==> config.mk <==
export PLATFORM = sky130hd
export DESIGN_NAME = alsu_rr_scheduler_flat
export DESIGN_NICKNAME = d
export VERILOG_FILES = /design/src/rtl/alsu_sched_pkg.sv /design/src/rtl/alsu_rr_scheduler_if.sv /design/src/rtl/rr_arbiter.sv /design/src/rtl/alsu_rr_scheduler.sv /design/src/flat_wrapper.sv
export SDC_FILE = /design/constraint.sdc
export NUM_CORES = 1
export LEC_CHECK = 0
export BUFFER_PORTS_ARGS = -buffer_cell sky130_fd_sc_hd__clkbuf_2
export CORE_MARGIN = 10
export CORE_UTILIZATION = 42
export DETAILED_ROUTE_END_ITERATION = 6
export PLACE_DENSITY = 0.73
export RECOVER_POWER = 25
export SLEW_MARGIN = 5
export SYNTH_ARGS = -nofsm -noshare
export SYNTH_HDL_FRONTEND = slang
export SYNTH_SLANG_ARGS = --single-unit
==> constraint.sdc <==
create_clock -name clk -period 3.27 [get_ports clk]
set_input_delay 0.1635 -clock clk [delete_from_list [all_inputs] [get_ports clk]]
set_output_delay 0.1635 -clock clk [all_outputs]
set_load 0.005 [all_outputs]
==> src/rtl/alsu_sched_pkg.sv <==
// Shared types, constants and the invalid-command predicate for the ALSU round-robin scheduler.
package alsu_sched_pkg;

  typedef enum logic [2:0] {
    OpOr, OpXor, OpAdd, OpMul, OpShift, OpRotate, OpInv6, OpInv7
  } opcode_e;

  typedef struct packed {
    opcode_e           opcode;
    logic signed [2:0] a;
    logic signed [2:0] b;
    logic [1:0]        cin;
    logic [5:0]        flags;  // {red_op_A, red_op_B, bypass_A, bypass_B, direction, serial_in}
  } alsu_cmd_t;

  typedef enum logic [1:0] {StRun, StDrain, StHold} sched_state_e;

  localparam int unsigned FlagRedA = 5;
  localparam int unsigned FlagRedB = 4;
  localparam int unsigned FlagBypA = 3;
  localparam int unsigned FlagBypB = 2;

  // Bypassing an all-zero A makes the ALSU output 0 without touching its state.
  localparam alsu_cmd_t NopCmd = '{
    opcode: OpOr, a: 3'sd0, b: 3'sd0, cin: 2'b00, flags: 6'b001000
  };

  function automatic logic is_invalid(alsu_cmd_t cmd);
    logic [2:0] op;
    logic       red;
    op  = cmd.opcode;
    red = cmd.flags[FlagRedA] | cmd.flags[FlagRedB];
    return ~cmd.flags[FlagBypA] & ~cmd.flags[FlagBypB] &
           ((red & (op[1] | op[2])) | (op[1] & op[2]));
  endfunction

endpackage

==> src/rtl/alsu_rr_scheduler_if.sv <==
// Requester, ALSU-pin, response and flush signals of the ALSU round-robin scheduler.
interface alsu_rr_scheduler_if #(
  parameter int unsigned NUM_REQ = 4
);
  localparam int unsigned ID_W = $clog2(NUM_REQ);

  logic [NUM_REQ-1:0]   req_valid;
  logic [NUM_REQ-1:0]   req_ready;
  logic [NUM_REQ*3-1:0] req_opcode;
  logic [NUM_REQ*3-1:0] req_a;
  logic [NUM_REQ*3-1:0] req_b;
  logic [NUM_REQ*2-1:0] req_cin;
  logic [NUM_REQ*6-1:0] req_flags;

  logic [2:0] alsu_opcode;
  logic [2:0] alsu_a;
  logic [2:0] alsu_b;
  logic [1:0] alsu_cin;
  logic [5:0] alsu_flags;
  logic [5:0] alsu_out;

  logic            rsp_valid;
  logic [ID_W-1:0] rsp_id;
  logic [5:0]      rsp_data;
  logic            rsp_err;

  logic flush_req;
  logic flush_done;

  // Environment side: requesters plus the ALSU itself.
  modport master (
    output req_valid, req_opcode, req_a, req_b, req_cin, req_flags, alsu_out, flush_req,
    input  req_ready, alsu_opcode, alsu_a, alsu_b, alsu_cin, alsu_flags,
    input  rsp_valid, rsp_id, rsp_data, rsp_err, flush_done
  );

  modport slave (
    input  req_valid, req_opcode, req_a, req_b, req_cin, req_flags, alsu_out, flush_req,
    output req_ready, alsu_opcode, alsu_a, alsu_b, alsu_cin, alsu_flags,
    output rsp_valid, rsp_id, rsp_data, rsp_err, flush_done
  );
endinterface

==> src/rtl/rr_arbiter.sv <==
// Combinational round-robin arbiter: search starts one past ptr_i and wraps modulo NUM_REQ.
module rr_arbiter #(
  parameter  int unsigned NUM_REQ = 4,
  localparam int unsigned ID_W    = $clog2(NUM_REQ)
) (
  input  logic [NUM_REQ-1:0] req_i,
  input  logic [ID_W-1:0]    ptr_i,
  output logic [NUM_REQ-1:0] gnt_o,
  output logic [ID_W-1:0]    idx_o,
  output logic               valid_o
);

  logic [ID_W-1:0] cand [NUM_REQ];
  logic            found;

  always_comb begin
    for (int unsigned i = 0; i < NUM_REQ; i++) begin
      cand[i] = ID_W'((32'(ptr_i) + i + 32'd1) % NUM_REQ);
    end
  end

  always_comb begin
    gnt_o = '0;
    idx_o = '0;
    found = 1'b0;
    for (int unsigned i = 0; i < NUM_REQ; i++) begin
      if (!found && req_i[cand[i]]) begin
        found          = 1'b1;
        idx_o          = cand[i];
        gnt_o[cand[i]] = 1'b1;
      end
    end
  end

  assign valid_o = found;

endmodule

==> src/rtl/alsu_rr_scheduler.sv <==
// Round-robin sharing of one ALSU between NUM_REQ requesters with tagged responses and flush/drain.
// Optional: `ALSU_SCHED_ERR_FILTER_EN replaces invalid commands by a NOP and zeroes their data.
module alsu_rr_scheduler
  import alsu_sched_pkg::*;
#(
  parameter int unsigned NUM_REQ  = 4,
  parameter int unsigned ALSU_LAT = 2
) (
  input logic                clk,
  input logic                rst,
  alsu_rr_scheduler_if.slave bus
);

  localparam int unsigned ID_W      = $clog2(NUM_REQ);
  localparam int unsigned PipeDepth = ALSU_LAT + 1;

  typedef struct packed {
    logic            valid;
    logic [ID_W-1:0] id;
    logic            err;
  } tag_t;

  sched_state_e       state_q, state_d;
  logic [ID_W-1:0]    ptr_q;
  alsu_cmd_t          cmd [NUM_REQ];
  logic [NUM_REQ-1:0] arb_gnt;
  logic [ID_W-1:0]    arb_idx;
  logic               arb_valid;
  logic               grant_en;
  logic               fire;
  alsu_cmd_t          sel_cmd;
  logic               sel_err;
  alsu_cmd_t          issue_cmd;
  alsu_cmd_t          alsu_q;
  tag_t               pipe_q [PipeDepth];
  tag_t               pipe_out;
  logic               pipe_empty;
  logic [5:0]         rsp_data_d;
  logic               rsp_valid_q;
  logic [ID_W-1:0]    rsp_id_q;
  logic [5:0]         rsp_data_q;
  logic               rsp_err_q;

  always_comb begin
    for (int i = 0; i < NUM_REQ; i++) begin
      cmd[i].opcode = opcode_e'(bus.req_opcode[3*i +: 3]);
      cmd[i].a      = bus.req_a[3*i +: 3];
      cmd[i].b      = bus.req_b[3*i +: 3];
      cmd[i].cin    = bus.req_cin[2*i +: 2];
      cmd[i].flags  = bus.req_flags[6*i +: 6];
    end
  end

  rr_arbiter #(
    .NUM_REQ (NUM_REQ)
  ) u_arb (
    .req_i   (bus.req_valid),
    .ptr_i   (ptr_q),
    .gnt_o   (arb_gnt),
    .idx_o   (arb_idx),
    .valid_o (arb_valid)
  );

  // Gating on flush_req directly suppresses a grant in the cycle flush rises.
  assign grant_en      = (state_q == StRun) && !bus.flush_req;
  assign fire          = grant_en && arb_valid;
  assign bus.req_ready = grant_en ? arb_gnt : '0;

  assign sel_cmd = cmd[arb_idx];
  assign sel_err = is_invalid(sel_cmd);

  always_comb begin
    issue_cmd = NopCmd;
    if (fire) begin
`ifdef ALSU_SCHED_ERR_FILTER_EN
      if (!sel_err) issue_cmd = sel_cmd;
`else
      issue_cmd = sel_cmd;
`endif
    end
  end

  assign pipe_out = pipe_q[PipeDepth-1];

  always_comb begin
    pipe_empty = 1'b1;
    for (int i = 0; i < PipeDepth; i++) begin
      if (pipe_q[i].valid) pipe_empty = 1'b0;
    end
  end

  always_comb begin
    rsp_data_d = '0;
    if (pipe_out.valid) begin
`ifdef ALSU_SCHED_ERR_FILTER_EN
      rsp_data_d = pipe_out.err ? 6'd0 : bus.alsu_out;
`else
      rsp_data_d = bus.alsu_out;
`endif
    end
  end

  always_comb begin
    state_d = state_q;
    unique case (state_q)
      StRun:   if (bus.flush_req) state_d = StDrain;
      StDrain: if (pipe_empty) state_d = bus.flush_req ? StHold : StRun;
      StHold:  if (!bus.flush_req) state_d = StRun;
      default: state_d = StRun;
    endcase
  end

  always_ff @(posedge clk or posedge rst) begin
    if (rst) begin
      state_q     <= StRun;
      ptr_q       <= ID_W'(NUM_REQ - 1);
      alsu_q      <= '0;
      for (int i = 0; i < PipeDepth; i++) pipe_q[i] <= '0;
      rsp_valid_q <= 1'b0;
      rsp_id_q    <= '0;
      rsp_data_q  <= '0;
      rsp_err_q   <= 1'b0;
    end else begin
      state_q <= state_d;
      if (fire) ptr_q <= arb_idx;
      alsu_q    <= issue_cmd;
      pipe_q[0] <= '{valid: fire, id: (fire ? arb_idx : '0), err: fire & sel_err};
      for (int i = 1; i < PipeDepth; i++) pipe_q[i] <= pipe_q[i-1];
      rsp_valid_q <= pipe_out.valid;
      rsp_id_q    <= pipe_out.id;
      rsp_err_q   <= pipe_out.err;
      rsp_data_q  <= rsp_data_d;
    end
  end

  assign bus.alsu_opcode = alsu_q.opcode;
  assign bus.alsu_a      = alsu_q.a;
  assign bus.alsu_b      = alsu_q.b;
  assign bus.alsu_cin    = alsu_q.cin;
  assign bus.alsu_flags  = alsu_q.flags;

  assign bus.rsp_valid  = rsp_valid_q;
  assign bus.rsp_id     = rsp_id_q;
  assign bus.rsp_data   = rsp_data_q;
  assign bus.rsp_err    = rsp_err_q;
  assign bus.flush_done = (state_q == StHold) && bus.flush_req;

endmodule

==> src/flat_wrapper.sv <==
// flat-port wrapper written by rule: the top's interface ports become plain ports
module alsu_rr_scheduler_flat import alsu_sched_pkg::*;
#(
  parameter int unsigned NUM_REQ  = 4,
  parameter int unsigned ALSU_LAT = 2
)
  (clk, rst, bus_req_valid, bus_req_opcode, bus_req_a, bus_req_b, bus_req_cin, bus_req_flags, bus_alsu_out, bus_flush_req, bus_req_ready, bus_alsu_opcode, bus_alsu_a, bus_alsu_b, bus_alsu_cin, bus_alsu_flags, bus_rsp_valid, bus_rsp_id, bus_rsp_data, bus_rsp_err, bus_flush_done);
  alsu_rr_scheduler_if #(.NUM_REQ(NUM_REQ)) bus_i ();
  input logic clk;
  input logic rst;
  input wire logic [$bits(bus_i.req_valid)-1:0] bus_req_valid;
  input wire logic [$bits(bus_i.req_opcode)-1:0] bus_req_opcode;
  input wire logic [$bits(bus_i.req_a)-1:0] bus_req_a;
  input wire logic [$bits(bus_i.req_b)-1:0] bus_req_b;
  input wire logic [$bits(bus_i.req_cin)-1:0] bus_req_cin;
  input wire logic [$bits(bus_i.req_flags)-1:0] bus_req_flags;
  input wire logic [$bits(bus_i.alsu_out)-1:0] bus_alsu_out;
  input wire logic [$bits(bus_i.flush_req)-1:0] bus_flush_req;
  output wire logic [$bits(bus_i.req_ready)-1:0] bus_req_ready;
  output wire logic [$bits(bus_i.alsu_opcode)-1:0] bus_alsu_opcode;
  output wire logic [$bits(bus_i.alsu_a)-1:0] bus_alsu_a;
  output wire logic [$bits(bus_i.alsu_b)-1:0] bus_alsu_b;
  output wire logic [$bits(bus_i.alsu_cin)-1:0] bus_alsu_cin;
  output wire logic [$bits(bus_i.alsu_flags)-1:0] bus_alsu_flags;
  output wire logic [$bits(bus_i.rsp_valid)-1:0] bus_rsp_valid;
  output wire logic [$bits(bus_i.rsp_id)-1:0] bus_rsp_id;
  output wire logic [$bits(bus_i.rsp_data)-1:0] bus_rsp_data;
  output wire logic [$bits(bus_i.rsp_err)-1:0] bus_rsp_err;
  output wire logic [$bits(bus_i.flush_done)-1:0] bus_flush_done;
  assign bus_i.req_valid = bus_req_valid;
  assign bus_i.req_opcode = bus_req_opcode;
  assign bus_i.req_a = bus_req_a;
  assign bus_i.req_b = bus_req_b;
  assign bus_i.req_cin = bus_req_cin;
  assign bus_i.req_flags = bus_req_flags;
  assign bus_i.alsu_out = bus_alsu_out;
  assign bus_i.flush_req = bus_flush_req;
  assign bus_req_ready = bus_i.req_ready;
  assign bus_alsu_opcode = bus_i.alsu_opcode;
  assign bus_alsu_a = bus_i.alsu_a;
  assign bus_alsu_b = bus_i.alsu_b;
  assign bus_alsu_cin = bus_i.alsu_cin;
  assign bus_alsu_flags = bus_i.alsu_flags;
  assign bus_rsp_valid = bus_i.rsp_valid;
  assign bus_rsp_id = bus_i.rsp_id;
  assign bus_rsp_data = bus_i.rsp_data;
  assign bus_rsp_err = bus_i.rsp_err;
  assign bus_flush_done = bus_i.flush_done;
  alsu_rr_scheduler #(.NUM_REQ(NUM_REQ), .ALSU_LAT(ALSU_LAT)) u_core (.clk(clk), .rst(rst), .bus(bus_i));
endmodule
==> Flow_metrics.wiki, run 1 <==
{| class="wikitable"
! Metric !! Value
|-
| Max_slew headroom || -44.4%
|-
| Clock transition at the register clock pins on the worst setup and hold paths after CTS || 80 ps
|-
| Library cell with the highest instance count after synthesis || sky130_fd_sc_hd__dfrtp_1
|-
| Cell variety after synth || 51
|-
| Primary flip-flop cell chosen by synthesis mapping || sky130_fd_sc_hd__dfrtp_1
|-
| Root buf cell || sky130_fd_sc_hd__clkbuf_8
|-
| Met3 layer wire length in the routed design || 583 um
|-
| Violations in the final reports || capacitance limit, slew limit
|-
| Top layer in use || met4
|-
| TritonCTS clock tree || built
|-
| Worst setup EP type || register
|-
| Y dimension of the die || 96.3 um
|-
| Num rows || 27
|-
| Setup violations, final || 0
|-
| Half-perimeter wire length after detailed placement || 5630 um
|-
| Initial detailed-routing violation count || 77
|-
| Cells on Worst Hold Path || 2
|-
| Worst-skew pair later-pin latency || 290 ps
|-
| Critical Path Start Type || register
|-
| Static leakage || 1.68 nW
|-
| Crit path buf inv count || 1
|-
| Crit path time final || 3130 ps
|-
| Layout Nets || 463
|-
| Largest net degree at the start of global routing || 44
|-
| Maximum clock frequency || 320 MHz
|-
| Area taken by multi-input logic gates || 1280 um2
|-
| Die Footprint || 9280 um2
|-
| Port Buf Inserts || 112
|-
| FF-to-FF Start || u_core.ptr_q[1]
|-
| Post-synth top area cell || sky130_fd_sc_hd__dfrtp_1
|-
| Cell types with the largest area share after synthesis || sky130_fd_sc_hd__dfrtp_1, sky130_fd_sc_hd__mux2_1, sky130_fd_sc_hd__nand2_1
|-
| Peak VDD IR || 0.000551 V
|-
| Starting Density || 43.9%
|-
| Flip-flop and latch count after synthesis || 43
|-
| Slew at the pin closest to its max-slew limit || 2170 ps
|-
| Min-Delay Path Class || in -> reg
|-
| Routed wire per std cell || 15.7 um
|-
| Biggest cell delay along the critical path || 610 ps
|-
| Register-to-register setup slack || 140 ps
|-
| Total global-route track usage || 14.8%
|-
| Cell with the biggest individual delay on the critical path || sky130_fd_sc_hd__dfstp_2
|-
| Post-detailed-route via-to-cell ratio || 5.24
|-
| Remaining design rule violation count || 0
|-
| I/O pin cnt || 113
|-
| Worst hold path startpoint || bus_alsu_out[0]
|-
| Leading cell types by count after synthesis || sky130_fd_sc_hd__dfrtp_1, sky130_fd_sc_hd__nand2_1, sky130_fd_sc_hd__nor2_1
|-
| Worst path required time || 3450 ps
|-
| Number of synthesized flops with an enable pin || 0
|-
| Post-synth top area share || 41.9%
|-
| Finished Core Util || 59.2%
|-
| Ant diodes || 0
|-
| Number of sinks handled by clock tree synthesis || 43
|-
| Via count of the first global-routing pass || 2389
|-
| H-tree levels || 2
|-
| Share of layout cells above drive strength 1 || 38.4%
|-
| Top cell family by delay on the critical path || simple AND/OR/NAND/NOR gates
|-
| Worst setup skew after layout || 4.35 ps
|-
| Initial antenna violation count || 0
|-
| Number of warnings printed during yosys synthesis || 0
|-
| Share of the clock period used by the worst path after layout || 95.6%
|-
| Unrepaired setup endpoints after global routing || false
|-
| Post-Syn Nets || 340
|-
| Cell Chain, Critical Path || inv_1 -> ha_1 -> nor2_1 -> mux2_2 -> nor3_1 -> o21ai_2 -> nand2_4 -> mux2_4 -> o32a_1 -> nor4_1
|-
| Area of the core region || 5570 um2
|-
| Clk buf depth || 2
|-
| Overall die width || 96.3 um
|-
| Mean Syn Cell Area || 9.75 um2
|-
| Area delta synth->final || 34.8%
|-
| Routability congestion estimate || 0.908
|-
| Total via count after detailed routing || 2344
|-
| Fraction of the yosys area taken by sequential cells || 44.1%
|-
| Hold violation total from the final report || 0
|-
| Cell Pwr Density || 948 nW/um2
|-
| RR Endpoint || u_core.pipe_q[8]
|-
| Storage element area || 1080 um2
|-
| Fraction of registers with async set or reset after synthesis || 100%
|-
| Total congestion overflow || 0
|-
| Status || complete, but fails checks
|-
| Pins over their slew limit || 44
|-
| Synthesized instance count || 251
|-
| Combined area of all synthesized cells || 2450 um2
|-
| Arr. time, crit path || 3310 ps
|-
| Hold Crit Endpoint || u_core.bus.rsp_data[0]
|-
| Cts bufs inserted || 5
|-
| Wire length of the first global-routing pass || 11100 um
|-
| Wire length reported by the detailed router || 7020 um
|-
| Drt first pass iters || 4
|-
| Fillers || 495
|-
| Depth of the most critical reg-to-reg path || 10
|-
| Critical setup path kind || reg -> reg
|-
| Routed length on met1 || 2790 um
|-
| Max-cap violations || 1
|-
| Metal2 WL || 3550 um
|-
| Peak fanout along the critical path || 8
|-
| Post-route ant nets || 0
|-
| Summed negative setup slack over all endpoints || 0 ps
|}
-- cells by family (layout without fill, tap and decap cells) --
| kind of cell | count (synthesis) | in the layout | synth area share [%] |
|---|---|---|---|
| flops | 43 | 43 | 44.1 |
| compound gates | 59 | 59 | 18.5 |
| mux | 22 | 22 | 10.5 |
| fa+ha+maj | 8 | 8 | 4.09 |
| buf+inv | 20 | 144 | 3.89 |
| simple gates | 99 | 99 | 19.0 |
-- power breakdown --
part           switching [W]  total (W)  internal (W)  leakage [nW]
combinational        0.00103    0.00183      0.000803          1.05
sequential         0.0000850   0.000818      0.000733         0.569
clock               0.000170   0.000475      0.000305        0.0654
-- cells in the final DEF (no fill, tap or decap), types with 2 or more instances in the layout --
cell / synthesis / final
sky130_fd_sc_hd__a211o_1: 2 / 2
sky130_fd_sc_hd__a211oi_1: 4 / 4
sky130_fd_sc_hd__a21o_1: 4 / 4
sky130_fd_sc_hd__a21oi_1: 8 / 8
sky130_fd_sc_hd__a221oi_1: 2 / 2
sky130_fd_sc_hd__a222oi_1: 2 / 2
sky130_fd_sc_hd__a311oi_1: 13 / 13
sky130_fd_sc_hd__a31o_2: 2 / 2
sky130_fd_sc_hd__and2_0: 0 / 5
sky130_fd_sc_hd__and2_1: 7 / 2
sky130_fd_sc_hd__and3_1: 4 / 4
sky130_fd_sc_hd__buf_4: 1 / 15
sky130_fd_sc_hd__bufinv_16: 0 / 2
sky130_fd_sc_hd__clkbuf_1: 4 / 9
sky130_fd_sc_hd__clkbuf_2: 0 / 105
sky130_fd_sc_hd__clkbuf_8: 0 / 5
sky130_fd_sc_hd__dfrtp_1: 41 / 41
sky130_fd_sc_hd__dfstp_2: 2 / 2
sky130_fd_sc_hd__ha_1: 8 / 8
sky130_fd_sc_hd__inv_1: 5 / 4
sky130_fd_sc_hd__mux2_1: 13 / 13
sky130_fd_sc_hd__mux2_2: 3 / 3
sky130_fd_sc_hd__mux2i_1: 4 / 4
sky130_fd_sc_hd__nand2_1: 35 / 35
sky130_fd_sc_hd__nand3_1: 7 / 7
sky130_fd_sc_hd__nand3b_1: 2 / 2
sky130_fd_sc_hd__nor2_1: 26 / 25
sky130_fd_sc_hd__nor2b_1: 3 / 3
sky130_fd_sc_hd__nor3_1: 6 / 6
sky130_fd_sc_hd__nor4_1: 2 / 2
sky130_fd_sc_hd__o21ai_0: 8 / 8
sky130_fd_sc_hd__o21bai_1: 2 / 2
sky130_fd_sc_hd__o221ai_1: 2 / 2
sky130_fd_sc_hd__or3_1: 2 / 2
-- state kept, by name (all words and copies together) (netlist names), 2 cells and up --
register / count
u_core.pipe_q: 8
u_core.bus.alsu_flags: 6
u_core.bus.rsp_data: 6
u_core.pipe_out: 4
u_core.bus.alsu_a: 3
u_core.bus.alsu_b: 3
u_core.bus.alsu_opcode: 3
u_core.bus.alsu_cin: 2
u_core.bus.rsp_id: 2
u_core.ptr_q: 2
u_core.state_q: 2
-- routing by layer --
metal,global-route usage (%),up-vias
li1,-,1161
met1,17.2,1085
met2,25.5,88
met3,4.28,10
met4,4.84,0
met5,0,-
-- worst max path at each step --
stage                    start          endpoint  slack [ps]  cells past startpoint
2_1_floorplan  u_core.ptr_q[0]  u_core.pipe_q[8]          50                     13
3_3_place_gp   u_core.ptr_q[0]  u_core.pipe_q[8]         190                     11
3_5_place_dp   u_core.ptr_q[0]  u_core.pipe_q[8]          80                     11
4_1_cts        u_core.ptr_q[0]  u_core.pipe_q[8]          70                     11
5_1_grt        u_core.ptr_q[1]  u_core.pipe_q[8]           1                     10
6_report       u_core.ptr_q[1]  u_core.pipe_q[8]         140                     10
-- layout make-up --
type,instances,area share (%)
clock buffer,6,2.20
clock inverter,2,1.82
inverter,6,0.683
multi-input combinational,188,38.7
sequential,43,32.7
tap,72,2.73
timing repair buffer,130,21.2
-- stage by stage --
stage	instances	hold WS [ps]	worst slack (ps)	area [um2]	total power, W
3_3_place_gp	433	294	194	3130	0.00259
6_report	447	96.3	142	3300	0.00313
2_1_floorplan	251	289	48.7	2450	0.00205
3_5_place_dp	433	296	83.1	3130	0.00263
5_1_grt	447	84.5	1.13	3300	0.00340
4_1_cts	442	76.5	72.6	3270	0.00311
-- repair_timing --
action	CTS	global route
hold buffers	1	0
resized for setup	0	1
endpoints found under the setup margin	0	5
endpoints found under the hold margin	41	0
setup buffers	0	5
Power figures use the tool's default switching activity.
==> run 2, diff against run 1 <==
- CORE_ASPECT_RATIO: not set -> 1.1
==> run 2 against run 1 <==
The run still ends with capacitance limit, slew limit left. Maximum frequency up 2.2%. Highest routed layer unchanged. Clock power down 15%. Non-clock buffer count fell by 4. Sequential power up 0.7%. Critical path type unchanged.
==> Flow_metrics.wiki, run 2 (synthesis results as in run 1) <==
{| class="wikitable"
! Metric !! Value
|-
| Min-Delay Path Class || in -> reg
|-
| Peak VDD IR || 0.000546 V (-1.0%)
|-
| Crit path time final || 3060 ps (-66.1 ps)
|-
| Register-to-register setup slack || 210 ps (+70 ps)
|-
| Cell Pwr Density || 935 nW/um2 (-1.4%)
|-
| Unrepaired setup endpoints after global routing || false
|-
| Routed wire per std cell || 15.5 um (-1.1%)
|-
| Worst setup EP type || register
|-
| Hold Crit Endpoint || u_core.bus.rsp_data[0]
|-
| FF-to-FF Start || u_core.ptr_q[1]
|-
| Worst hold path startpoint || bus_alsu_out[0]
|-
| Total congestion overflow || 0 (unchanged)
|-
| Critical Path Start Type || register
|-
| Arr. time, crit path || 3230 ps (-80 ps)
|-
| Hold violation total from the final report || 0 (unchanged)
|-
| Crit path buf inv count || 2 (+1)
|-
| H-tree levels || 2 (unchanged)
|-
| Combinational group share of total power || 60.1% (+1.4 points)
|-
| Initial detailed-routing violation count || 61 (-21%)
|-
| Post-detailed-route via-to-cell ratio || 5.29 (+0.84%)
|-
| Setup violations, final || 0 (unchanged)
|-
| Internal power of the cells || 0.00177 W (-3.6%)
|-
| Static leakage || 1.69 nW (+0.60%)
|-
| Ant diodes || 0 (unchanged)
|-
| I/O pin cnt || 113 (unchanged)
|-
| Wire length reported by the detailed router || 6960 um (-0.88%)
|-
| Pre-CTS setup slack || 29.0 ps (-54.1 ps)
|-
| Remaining design rule violation count || 0 (unchanged)
|-
| Via count of the first global-routing pass || 2399 (+0.42%)
|-
| Crit. Startpoint || u_core.ptr_q[1]
|-
| Biggest cell delay along the critical path || 610 ps (about the same)
|-
| Clk buf depth || 2 (unchanged)
|-
| Clock transition at the register clock pins on the worst setup and hold paths after CTS || 80 ps (about the same)
|-
| Seq pwr share || 26.8% (+0.6 points)
|-
| Die Footprint || 9280 um2 (about the same)
|-
| Status || complete, but fails checks
|-
| Share of total power consumed by net switching || 42.2% (+1.1 points)
|-
| RR Endpoint || u_core.pipe_q[8]
|-
| Number of sinks handled by clock tree synthesis || 43 (unchanged)
|-
| Area delta synth->final || 34.2%
|-
| Most frequent cells in the layout || sky130_fd_sc_hd__clkbuf_2, sky130_fd_sc_hd__dfrtp_1, sky130_fd_sc_hd__nand2_1, sky130_fd_sc_hd__nor2_1
|-
| Num rows || 29 (+7.4%)
|-
| Cts bufs inserted || 5 (unchanged)
|-
| Half-perimeter wire length after detailed placement || 5670 um (+0.77%)
|-
| Pins over their slew limit || 44 (unchanged)
|-
| Slew at the pin closest to its max-slew limit || 1520 ps (-647 ps)
|-
| Maximum clock frequency || 327 MHz (+2.2%)
|-
| Total global-route track usage || 14.0% (-0.77 points)
|-
| Worst path required time || 3440 ps (about the same)
|-
| Overall die width || 92.8 um (-3.7%)
|-
| Max-cap violations || 1 (unchanged)
|-
| Total via count after detailed routing || 2369 (+1.1%)
|-
| Fillers || 537 (+8.5%)
|-
| Top cell family by delay on the critical path || compound AO/OA/AOI/OAI gates
|-
| Area taken by multi-input logic gates || 1290 um2 (+1.5%)
|-
| Cell Chain, Critical Path || inv_1 -> ha_1 -> nor2_2 -> mux2i_1 -> a31o_2 -> o21ai_2 -> nand2_4 -> buf_4 -> o311a_1 -> a211oi_1 -> nor4_1
|-
| Summed negative setup slack over all endpoints || 0 ps (unchanged)
|-
| Worst setup skew after layout || 3.68 ps (-0.674 ps)
|-
| Initial antenna violation count || 0 (unchanged)
|-
| Starting Density || 43.0% (-0.95 points)
|-
| Wire length of the first global-routing pass || 10900 um (-2.1%)
|-
| Share of layout cells above drive strength 1 || 41.5% (+3.1 points)
|-
| Worst-case setup margin in the final layout || 208 ps (+66.1 ps)
|-
| Drt first pass iters || 5 (+1)
|-
| Root buf cell || sky130_fd_sc_hd__clkbuf_8
|-
| Violations in the final reports || capacitance limit, slew limit
|-
| Switching power || 0.00130 W (+0.74%)
|-
| Number of setup buffers added after CTS || 0 (unchanged)
|-
| Max_slew headroom || -1.44% (+43 points)
|-
| Depth of the most critical reg-to-reg path || 11 (+1)
|-
| Largest net degree at the start of global routing || 44 (unchanged)
|-
| Storage element area || 1080 um2 (unchanged)
|-
| Placed cell count || 440 (+1.6%)
|-
| Biggest register || u_core.pipe_q
|-
| Cells on Worst Hold Path || 2 (unchanged)
|-
| Worst-skew pair later-pin latency || 290 ps (about the same)
|-
| Peak fanout along the critical path || 17 (+9)
|-
| TritonCTS clock tree || built
|-
| Post-route insts no fill || 448 (+0.22%)
|-
| Hold bufs inserted after CTS || 0 (-1)
|-
| Area of the core region || 5700 um2 (+2.2%)
|-
| Cell with the biggest individual delay on the critical path || sky130_fd_sc_hd__dfstp_2
|-
| Share of the clock period used by the worst path after layout || 93.6% (-2.0 points)
|-
| Port Buf Inserts || 112 (unchanged)
|-
| Post-route ant nets || 0 (unchanged)
|-
| Commonest non-fill, non-tap cell in the layout || sky130_fd_sc_hd__clkbuf_2
|-
| Max FFs per register || 8 (unchanged)
|-
| Critical setup path kind || reg -> reg
|-
| Clock Power Share || 13.1% (-2.1 points)
|-
| Layout Nets || 459 (-0.86%)
|-
| Routability congestion estimate || 0.857 (-5.5%)
|-
| Y dimension of the die || 100 um (+3.9%)
|}
run 2: final cells by class:
cell class                 instances  share of cell area, %
multi-input combinational        188                   39.4
sequential                        43                   32.9
timing repair buffer             126                   20.7
tap                               77                   2.93
clock buffer                       5                   2.10
clock inverter                     3                   1.33
inverter                           6                  0.686
run 2: worst max path at each step:
stage | to | slack (ps) | cells after the start
floorplan | u_core.pipe_q[8] | 50 | 13
global placement | u_core.pipe_q[8] | 130 | 11
detailed placement | u_core.pipe_q[8] | 30 | 11
CTS | u_core.pipe_q[8] | 40 | 10
global route | u_core.pipe_q[8] | 20 | 10
finish | u_core.pipe_q[8] | 210 | 11
run 2: what timing repair did:
action | CTS | global route
setup endpoints to repair | 1 | 15
gates resized for setup | 1 | 4
pin swaps | 0 | 0
run 2: metal layers:
layer / global-route usage (%) / part of all wire (%) / vias up
met5: 0 / 0 / -
met4: 4.39 / 1.4 / 0
met3: 5.22 / 9.6 / 7
met2: 24.9 / 50 / 110
met1: 15.0 / 39 / 1102
li1: - / - / 1150
run 2: power groups by stage:
stage | clock network (W) | logic [W] | registers, W
floorplan | 0 | 0.00122 | 0.000835
global placement | 0 | 0.00179 | 0.000828
detailed placement | 0 | 0.00181 | 0.000839
CTS | 0.000411 | 0.00182 | 0.000828
global route | 0.000439 | 0.00204 | 0.000851
finish | 0.000402 | 0.00184 | 0.000824
run 2: stage by stage:
step           area, um2  hold WS [ps]  util, %  power [W]
6_report            3280          81.0     57.6    0.00307
4_1_cts             3270          53.3     57.3    0.00306
5_1_grt             3280          61.8     57.6    0.00333
2_1_floorplan       2450           289        -    0.00205
3_3_place_gp        3150           333     55.3    0.00262
3_5_place_dp        3150           336     55.3    0.00265
